<file path="config.mk">
export PLATFORM = sky130hd
export DESIGN_NAME = candle_led_driver_flat
export DESIGN_NICKNAME = d
export VERILOG_FILES = /design/src/rtl/candle_led_driver_if.sv /design/src/rtl/candle_led_driver.sv /design/src/flat_wrapper.sv
export SDC_FILE = /design/constraint.sdc
export NUM_CORES = 1
export LEC_CHECK = 0
export CORE_ASPECT_RATIO = 2
export CORE_UTILIZATION = 60
export CTS_CLUSTER_DIAMETER = 120
export DETAILED_ROUTE_END_ITERATION = 12
export PLACE_DENSITY = 0.78
export SLEW_MARGIN = 20
export SYNTH_ARGS = -nofsm -noshare
export SYNTH_HDL_FRONTEND = slang
export SYNTH_SLANG_ARGS = --single-unit
</file>
<file path="constraint.sdc">
create_clock -name sys_clk -period 4.7 [get_ports sys_clk]
set_input_delay 0.47 -clock sys_clk [delete_from_list [all_inputs] [get_ports sys_clk]]
set_output_delay 0.47 -clock sys_clk [all_outputs]
set_load 0.01 [all_outputs]
</file>
<file path="src/rtl/candle_led_driver_if.sv">
// Candle LED driver bus: lit mask in, PWM drive and status out.
interface candle_led_driver_if;
  logic [7:0] candle_state;
  logic [7:0] led_out;
  logic [3:0] lit_count;
  logic       busy;

  // Master drives the lit mask and observes the LED side
  modport master (
    output candle_state,
    input  led_out,
    input  lit_count,
    input  busy
  );

  // Slave is the driver itself
  modport slave (
    input  candle_state,
    output led_out,
    output lit_count,
    output busy
  );
endinterface

</file>
<file path="src/rtl/candle_led_driver.sv">
// Candle LED driver: per-candle brightness ramps toward the lit mask one
// level per prescaler step, rendered as PWM with optional LFSR flicker.
module candle_led_driver #(
  parameter int unsigned PWM_BITS   = 4,
  parameter int unsigned STEP_DIV   = 1000,
  parameter int unsigned FLICKER_EN = 1
) (
  input  logic               sys_clk,
  input  logic               clr_async,
  candle_led_driver_if.slave bus
);

  localparam int unsigned     PS_W    = (STEP_DIV > 1) ? $clog2(STEP_DIV) : 1;
  localparam logic [PS_W-1:0] PS_LAST = PS_W'(STEP_DIV - 1);
  localparam logic [PWM_BITS-1:0] MAX = '1;

  logic [7:0]          r_state_q;
  logic [PS_W-1:0]     r_presc;
  logic [PWM_BITS-1:0] r_b [8];
  logic [PWM_BITS-1:0] r_pwm_cnt;
  logic [7:0]          r_lfsr;
  logic [7:0]          r_led_out;
  logic [3:0]          r_lit_count;
  logic                r_busy;

  logic                w_step_tick;
  logic                w_lfsr_fb;
  logic [7:0]          w_lfsr_rot;
  logic [7:0]          w_flicker;
  logic [PWM_BITS-1:0] w_eff [8];
  logic [7:0]          w_led_nxt;
  logic [3:0]          w_lit_nxt;
  logic                w_busy_nxt;

  assign w_step_tick = (r_presc == PS_LAST);
  // Taps for x^8+x^6+x^5+x^4+1
  assign w_lfsr_fb   = r_lfsr[7] ^ r_lfsr[5] ^ r_lfsr[4] ^ r_lfsr[3];
  // Bit i of the rotated copy is lfsr[(i+3)%8], the flicker partner bit
  assign w_lfsr_rot  = {r_lfsr[2:0], r_lfsr[7:3]};
  assign w_flicker   = (FLICKER_EN != 0) ? (r_lfsr & w_lfsr_rot) : 8'h00;

  // Input register, prescaler, PWM counter and LFSR
  always_ff @(posedge sys_clk or posedge clr_async) begin
    if (clr_async) begin
      r_state_q <= '0;
      r_presc   <= '0;
      r_pwm_cnt <= '0;
      r_lfsr    <= 8'hA5;
    end else begin
      r_state_q <= bus.candle_state;
      r_pwm_cnt <= r_pwm_cnt + 1'b1;
      if (w_step_tick) begin
        r_presc <= '0;
        r_lfsr  <= {r_lfsr[6:0], w_lfsr_fb};
      end else begin
        r_presc <= r_presc + 1'b1;
      end
    end
  end

  // Brightness: one saturating level toward the target on each step tick
  always_ff @(posedge sys_clk or posedge clr_async) begin
    if (clr_async) begin
      for (int unsigned i = 0; i < 8; i++) r_b[i] <= '0;
    end else if (w_step_tick) begin
      for (int unsigned i = 0; i < 8; i++) begin
        if (r_state_q[i] && (r_b[i] != MAX))
          r_b[i] <= r_b[i] + 1'b1;
        else if (!r_state_q[i] && (r_b[i] != '0))
          r_b[i] <= r_b[i] - 1'b1;
      end
    end
  end

  // Effective brightness, PWM compare and status terms
  always_comb begin
    w_led_nxt  = '0;
    w_lit_nxt  = '0;
    w_busy_nxt = 1'b0;
    for (int unsigned i = 0; i < 8; i++) begin
      w_eff[i] = ((r_b[i] == MAX) && w_flicker[i]) ? (MAX - 1'b1) : r_b[i];
      w_led_nxt[i] = (w_eff[i] == MAX) || (w_eff[i] > r_pwm_cnt);
      if (r_b[i] == MAX) w_lit_nxt = w_lit_nxt + 4'd1;
      if (r_state_q[i] ? (r_b[i] != MAX) : (r_b[i] != '0)) w_busy_nxt = 1'b1;
    end
  end

  // Registered outputs
  always_ff @(posedge sys_clk or posedge clr_async) begin
    if (clr_async) begin
      r_led_out   <= '0;
      r_lit_count <= '0;
      r_busy      <= 1'b0;
    end else begin
      r_led_out   <= w_led_nxt;
      r_lit_count <= w_lit_nxt;
      r_busy      <= w_busy_nxt;
    end
  end

  assign bus.led_out   = r_led_out;
  assign bus.lit_count = r_lit_count;
  assign bus.busy      = r_busy;

endmodule

</file>
<file path="src/flat_wrapper.sv">
// flat-port wrapper written by rule: the top's interface ports become plain ports
module candle_led_driver_flat 
#(
  parameter int unsigned PWM_BITS   = 4,
  parameter int unsigned STEP_DIV   = 1000,
  parameter int unsigned FLICKER_EN = 1
)
  (sys_clk, clr_async, bus_candle_state, bus_led_out, bus_lit_count, bus_busy);
  candle_led_driver_if bus_i ();
  input  logic sys_clk;
  input  logic clr_async;
  input wire logic [$bits(bus_i.candle_state)-1:0] bus_candle_state;
  output wire logic [$bits(bus_i.led_out)-1:0] bus_led_out;
  output wire logic [$bits(bus_i.lit_count)-1:0] bus_lit_count;
  output wire logic [$bits(bus_i.busy)-1:0] bus_busy;
  assign bus_i.candle_state = bus_candle_state;
  assign bus_led_out = bus_i.led_out;
  assign bus_lit_count = bus_i.lit_count;
  assign bus_busy = bus_i.busy;
  candle_led_driver #(.PWM_BITS(PWM_BITS), .STEP_DIV(STEP_DIV), .FLICKER_EN(FLICKER_EN)) u_core (.sys_clk(sys_clk), .clr_async(clr_async), .bus(bus_i));
endmodule
</file>
Word-level counts from Yosys, hierarchy flattened
Index checks and enable logic that the tools add are counted.

word-level totals
  register bits = 75
  input port bits = 10
  output and inout bits = 13
  word-level logic and storage cells = 190

operators by class
  add/sub/neg operators = 25
  $lt $le $gt $ge = 8
  equal/unequal tests = 25
  mux-type cells = 49
  bitwise logic cells = 4
  reduce and logical (&&, ||, !) cells = 64

operators with widths
  kind                     number
  $mux W4                  31
  $eq A4 B4 Y1 const B     16
  $add A4 B1 Y4 const B    15
  $gt A4 B4 Y1             8
  $ne A4 B4 Y1 const B     8
  $reduce_bool A4 Y1       8
  $sub A4 B1 Y4 const B    8
  $logic_and A1 B1 Y1      24
  $mux W1                  17
  $reduce_and A2 Y1        8
  $reduce_bool A2 Y1       8
  $add A10 B1 Y10 const B  1
  $eq A10 B10 Y1 const B   1
  $mux W10                 1
  $and A8 B8 Y8            1
  $logic_not A1 Y1         8
  $logic_or A1 B1 Y1       8
  $xor A1 B1 Y1            3
  $add A1 B1 Y2 const B    1

Depth between registers and ports, before layout
  depth in word-level cells = 16
  depth in mapped cells = 20

Worst setup path before layout
No wires, ideal clock.

  path kind = reg-to-reg
  start = register u_core.r_b[28] (netlist bit)
  end = register u_core.r_lit_count[1] (netlist: u_core.bus.lit_count[1])
  setup time = 0.138 ns
  arrival = 3.947 ns
  data required time = 4.562 ns
  path slack = 0.615 ns
  stages on the path, launching flop included = 17
  path through = dfrtp_1 nand4_1 ha_1 buf_2 xnor2_4 inv_1 ha_1 xnor3_1 a22o_1 o21ai_1 or3b_1 ha_1 mux2i_4 inv_1 ha_1 nor2_1 a21oi_1

between the ends
  cells in the longest elaborated chain, start to end = 16

ends and longest elaborated chain
  what                               RTL line                 text
  from (decl)                        candle_led_driver.sv:19  logic [PWM_BITS-1:0] r_b [8];
  from (signal, indexed assignment)  candle_led_driver.sv:68  r_b[i] <= r_b[i] + 1'b1;
  from (signal, indexed assignment)  candle_led_driver.sv:70  r_b[i] <= r_b[i] - 1'b1;
  $eq A4 B4 Y1 (*)                   candle_led_driver.sv:83  if (r_b[i] == MAX) w_lit_nxt = w_lit_nxt + 4'd1;
  $mux W1 (*)                        candle_led_driver.sv:83
  $add A1 B1 Y2                      candle_led_driver.sv:83
  $mux W4 (*)                        candle_led_driver.sv:83
  $add A4 B1 Y4                      candle_led_driver.sv:83
  $mux W4 (*)                        candle_led_driver.sv:83
  $add A4 B1 Y4                      candle_led_driver.sv:83
  $mux W4 (*)                        candle_led_driver.sv:83
  $add A4 B1 Y4                      candle_led_driver.sv:83
  $mux W4 (*)                        candle_led_driver.sv:83
  $add A4 B1 Y4                      candle_led_driver.sv:83
  $mux W4 (*)                        candle_led_driver.sv:83
  $add A4 B1 Y4                      candle_led_driver.sv:83
  $mux W4 (*)                        candle_led_driver.sv:83
  $add A4 B1 Y4                      candle_led_driver.sv:83
  $mux W4 (*)                        candle_led_driver.sv:83
  named net u_core.w_lit_nxt[1]      candle_led_driver.sv:32  logic [3:0] w_lit_nxt;
  to (signal assigned)               candle_led_driver.sv:96  r_lit_count <= w_lit_nxt;
  to (decl)                          candle_led_driver.sv:23  logic [3:0] r_lit_count;

The timed path passes the listed nets; every way through them passes the cells marked *.
A chain may end at the register's enable or synchronous reset.

Final worst setup path
  start = register u_core.r_b[24] (netlist bit)
  end = register u_core.r_lit_count[1] (netlist: u_core.bus.lit_count[1])

between the ends
  cells in the longest elaborated chain, start to end = 14

ends and longest elaborated chain
  what                           RTL line
  $eq A4 B4 Y1 (*)               candle_led_driver.sv:83
  $mux W4 (*)                    candle_led_driver.sv:83
  $add A4 B1 Y4                  candle_led_driver.sv:83
  $mux W4 (*)                    candle_led_driver.sv:83
  $add A4 B1 Y4                  candle_led_driver.sv:83
  $mux W4 (*)                    candle_led_driver.sv:83
  $add A4 B1 Y4                  candle_led_driver.sv:83
  $mux W4 (*)                    candle_led_driver.sv:83
  $add A4 B1 Y4                  candle_led_driver.sv:83
  $mux W4 (*)                    candle_led_driver.sv:83
  $add A4 B1 Y4                  candle_led_driver.sv:83
  $mux W4 (*)                    candle_led_driver.sv:83
  $add A4 B1 Y4                  candle_led_driver.sv:83
  $mux W4 (*)                    candle_led_driver.sv:83
  named net u_core.w_lit_nxt[1]  candle_led_driver.sv:32

Marks and branches as above.

==> results.rst <==
.. list-table::
   :header-rows: 1

   * - Metric
     - Value
   * - RSZ-0062 raised after global routing
     - false
   * - Commonest cells in the netlist
     - dfrtp_1 (71), ha_1 (58), nand2_1 (46)
   * - Leakage power
     - between 2 and 3 nW
   * - Total of buffers placed on input and output ports
     - 22
   * - Clock Pin Slew Worst Setup and Hold Paths
     - 0.06 ns
   * - Antenna cells
     - 0
   * - Period utilisation layout
     - 0.9509
   * - Post-Synthesis Net Count
     - 566
   * - Router iterations before antenna repair
     - 4
   * - Mapped Cells
     - 490
   * - Mean area per synthesized cell
     - 10.30 sq um
   * - First-pass GRT wire length
     - 17570 um
   * - Starting density of the core
     - 0.6128
   * - Deepest clock path buffer count
     - 2
   * - Placed instance area
     - 5288 sq um
   * - Site Rows
     - 47
   * - Core occupancy in the finished layout
     - 0.6824
   * - Fmax
     - 0.2238 GHz
   * - Final GP Congestion
     - 0.8767
   * - Worst path arrival time
     - 4.66 ns
   * - CP delay by family, top
     - adder cells
   * - Count of buffer and inverter cells on the critical path
     - 2
   * - Most Frequent Cell on Critical Path
     - ha_1
   * - CTS H-tree lvls
     - 3
   * - Status
     - completed
   * - DRT iter0 DRCs
     - between 100 and 150
   * - Register bit count reported by yosys
     - 75
   * - Detailed-route vias per instance
     - 6.058
   * - P&R area growth vs syn
     - 11.36%
   * - Fraction of synthesis flops using an asynchronous set or reset pin
     - 1.000
   * - Hold violation total from the final report
     - 0
   * - Hold/Removal Path Class
     - flip-flop to flip-flop
   * - Max-capacitance violation count
     - 0
   * - Post-route setup TNS
     - 0 ns
   * - Std-Cell Core Area
     - 8233 sq um
   * - Final Instance Count excl. Fillers
     - 599
   * - Maximum vdd ir drop
     - 0.2429 mV
   * - Via count
     - 3629
   * - Data required time of the worst path
     - 4.89 ns
   * - Global route overflow
     - 0
   * - Post-route cell area
     - 5618 sq um
   * - Vert. Die Dim
     - 131.7 um
   * - Overall track demand over capacity in global routing
     - 0.2644
   * - Post-layout net count
     - 573
   * - Post-synth top flop
     - dfrtp_1
   * - Antenna violations before repair
     - 0
   * - Crit path max-delay cell type
     - dfrtp_1
   * - Post-synthesis sequential area ratio
     - 0.3730
   * - Setup slack, reg-to-reg
     - 0.23 ns
   * - Number of enable-type register cells in the synthesized netlist
     - 0
   * - Measured slew at the worst slew-check pin
     - 1.054 ns
   * - Headroom to the max-slew limit
     - 0.2974
   * - Average routed wire per standard cell
     - 17.12 um
   * - Final critical path time including I/O delays and setup
     - 4.469 ns
   * - I/O Pins
     - 23
   * - Worst-case hold slack
     - 0.4805 ns
   * - Die area
     - roughly 8800 sq um
   * - Fraction of final layout cells sized beyond drive strength 1
     - 0.09581
   * - Total power draw
     - 1.453 mW
   * - Half-perimeter wire length after detailed placement
     - 7604 um
   * - Number of cells after detailed placement
     - about 580
   * - Yosys synthesis warning count
     - 0
   * - Worst clock skew on the final layout
     - 0.008834 ns
   * - Maximum number of pins on one net before global-route repair
     - 50
   * - Number of nets still failing antenna checks after routing
     - 0
   * - Via count of the first global-routing pass
     - 3777
   * - Slew Limit Fails
     - 0
   * - Post-placement setup slack
     - 0.2322 ns
   * - Category of the most critical setup path
     - flip-flop to flip-flop
   * - Capturing element type of the critical path
     - flip-flop
   * - Count of different cell masters after synthesis
     - 48
   * - Startpoint type of the worst setup path
     - flip-flop
   * - Top cell type by total area after synthesis
     - dfrtp_1
   * - Cell with the most instances after synthesis
     - dfrtp_1
   * - Die width
     - roughly 67 um
   * - Final setup vio count
     - 0
   * - Top cells by area, synth
     - dfrtp_1 (35%), ha_1 (14%), xnor2_1 (4.9%)
   * - Crit Path Max Fanout
     - 8
   * - CP max stage delay
     - 0.47 ns
   * - Power density normalized to cell area
     - 258.6 nW/um^2
   * - Post-Synthesis Cell Area
     - between 5000 and 6000 sq um
   * - Share of Yosys cell area claimed by the top area cell type
     - 0.3522
   * - Chain of cells forming the critical path
     - nand4_1, ha_2, xnor2_4, inv_1, ha_1, xnor3_1, a22o_1, o21ai_1, or3b_1, ha_1, mux2i_4, inv_1, ha_1, nor2_1, a21oi_1
   * - Clk sink count
     - 75
   * - TritonCTS clock tree
     - yes
   * - Root buffer cell
     - clkbuf_16
   * - Inserted Clock Buffers
     - 9
   * - Worst-skew pair later-pin latency
     - 0.34 ns
   * - Final wirelength
     - 10260 um
   * - Final routed DRC violation total
     - 0
   * - Final worst slack
     - 0.2308 ns
-- cells in the final DEF, fill, tap and decap left out, types with 2 or more instances in the layout --
cell type        netlist  final
nor2b_1               13     13
nand2b_1              10     10
o21ai_0               39     39
inv_1                 12     11
a311oi_1               3      3
nand3_1                7      7
ha_1                  58     57
clkbuf_16              0      9
dfstp_2                4      4
xnor2_1               28     28
nand2_1               46     46
clkinv_2               0      2
xor2_1                23     23
nor2_1                27     27
a31oi_1                2      2
a21oi_1               20     20
a21o_1                15     15
and3_1                 2      2
fa_1                   8      8
clkdlybuf4s50_1        0     22
dfrtp_1               71     71
clkbuf_8               0      2
bufinv_16              0      2
nand4_1                7      7
mux2i_1                2      2
buf_4                  1      3
a41oi_1                7      7
and4_1                 7      7
xnor2_4                4      4
mux2_2                15     15
nor4_1                12     12
-- worst paths after layout --
| path | startpoint | endpoint | cells past startpoint |
|---|---|---|---|
| min in group asynchronous | clr_async | u_core.r_state_q[4] | 2 |
| setup / recovery | u_core.r_b[24] | u_core.bus.lit_count[1] | 15 |
| max in group asynchronous | clr_async | u_core.r_state_q[2] | 3 |
| setup reg to reg | u_core.r_b[24] | u_core.bus.lit_count[1] | 15 |
| hold / removal | u_core.r_pwm_cnt[3] | u_core.r_pwm_cnt[3] | 1 |
| hold reg to reg | u_core.r_pwm_cnt[3] | u_core.r_pwm_cnt[3] | 1 |
-- per-layer routing --
metal  vias to the layer above  wire [um]  track usage
li1                       1746          -            -
met1                      1780       3900       0.2832
met2                        74       5631       0.4675
met3                        29        359      0.04253
met4                         0        363       0.1478
met5                         -          0            0
-- kinds of logic (layout without fill, tap and decap cells) --
family / Yosys count / in the layout / share of synthesized area
xor+xnor: 57 / 57 / 0.1181
mux: 18 / 18 / 0.04191
buf+inv: 41 / 52 / 0.03323
flops: 75 / 75 / 0.3730
simple gates: 136 / 136 / 0.1401
fa+ha+maj: 66 / 66 / 0.1756
compound gates: 97 / 97 / 0.1181
-- area by class of cell --
cell class,count,area (sq um)
timing repair buffer,25,242.7
inverter,12,46.29
clock buffer,11,252.7
fill,639,2615
tap,98,122.6
sequential,75,1882
multi-input combinational,374,2998
clock inverter,4,73.82
-- power by group --
group / switching (mW) / internal [mW] / leakage (nW)
logic: 0.0280 / 0.0161 / 1.57
registers: 0.00205 / 0.650 / 0.991
clock network: 0.267 / 0.491 / 0.162
-- state kept, by name, indices dropped and copies added, names as in the netlist --
register	flops
u_core.r_lfsr	8
u_core.r_pwm_cnt	4
u_core.bus.busy	1
u_core.r_state_q	8
u_core.bus.lit_count	4
u_core.r_b	32
u_core.r_presc	10
u_core.bus.led_out	8
-- timing repair --
| action | 4_1_cts | 5_1_grt |
|---|---|---|
| hold buffers | 0 | 0 |
| resized for setup | 0 | 1 |
| endpoints found under the hold margin | 0 | 0 |
| setup endpoints to repair | 0 | 3 |
| setup buffers | 0 | 0 |
(Power assumes the default switching activity.)
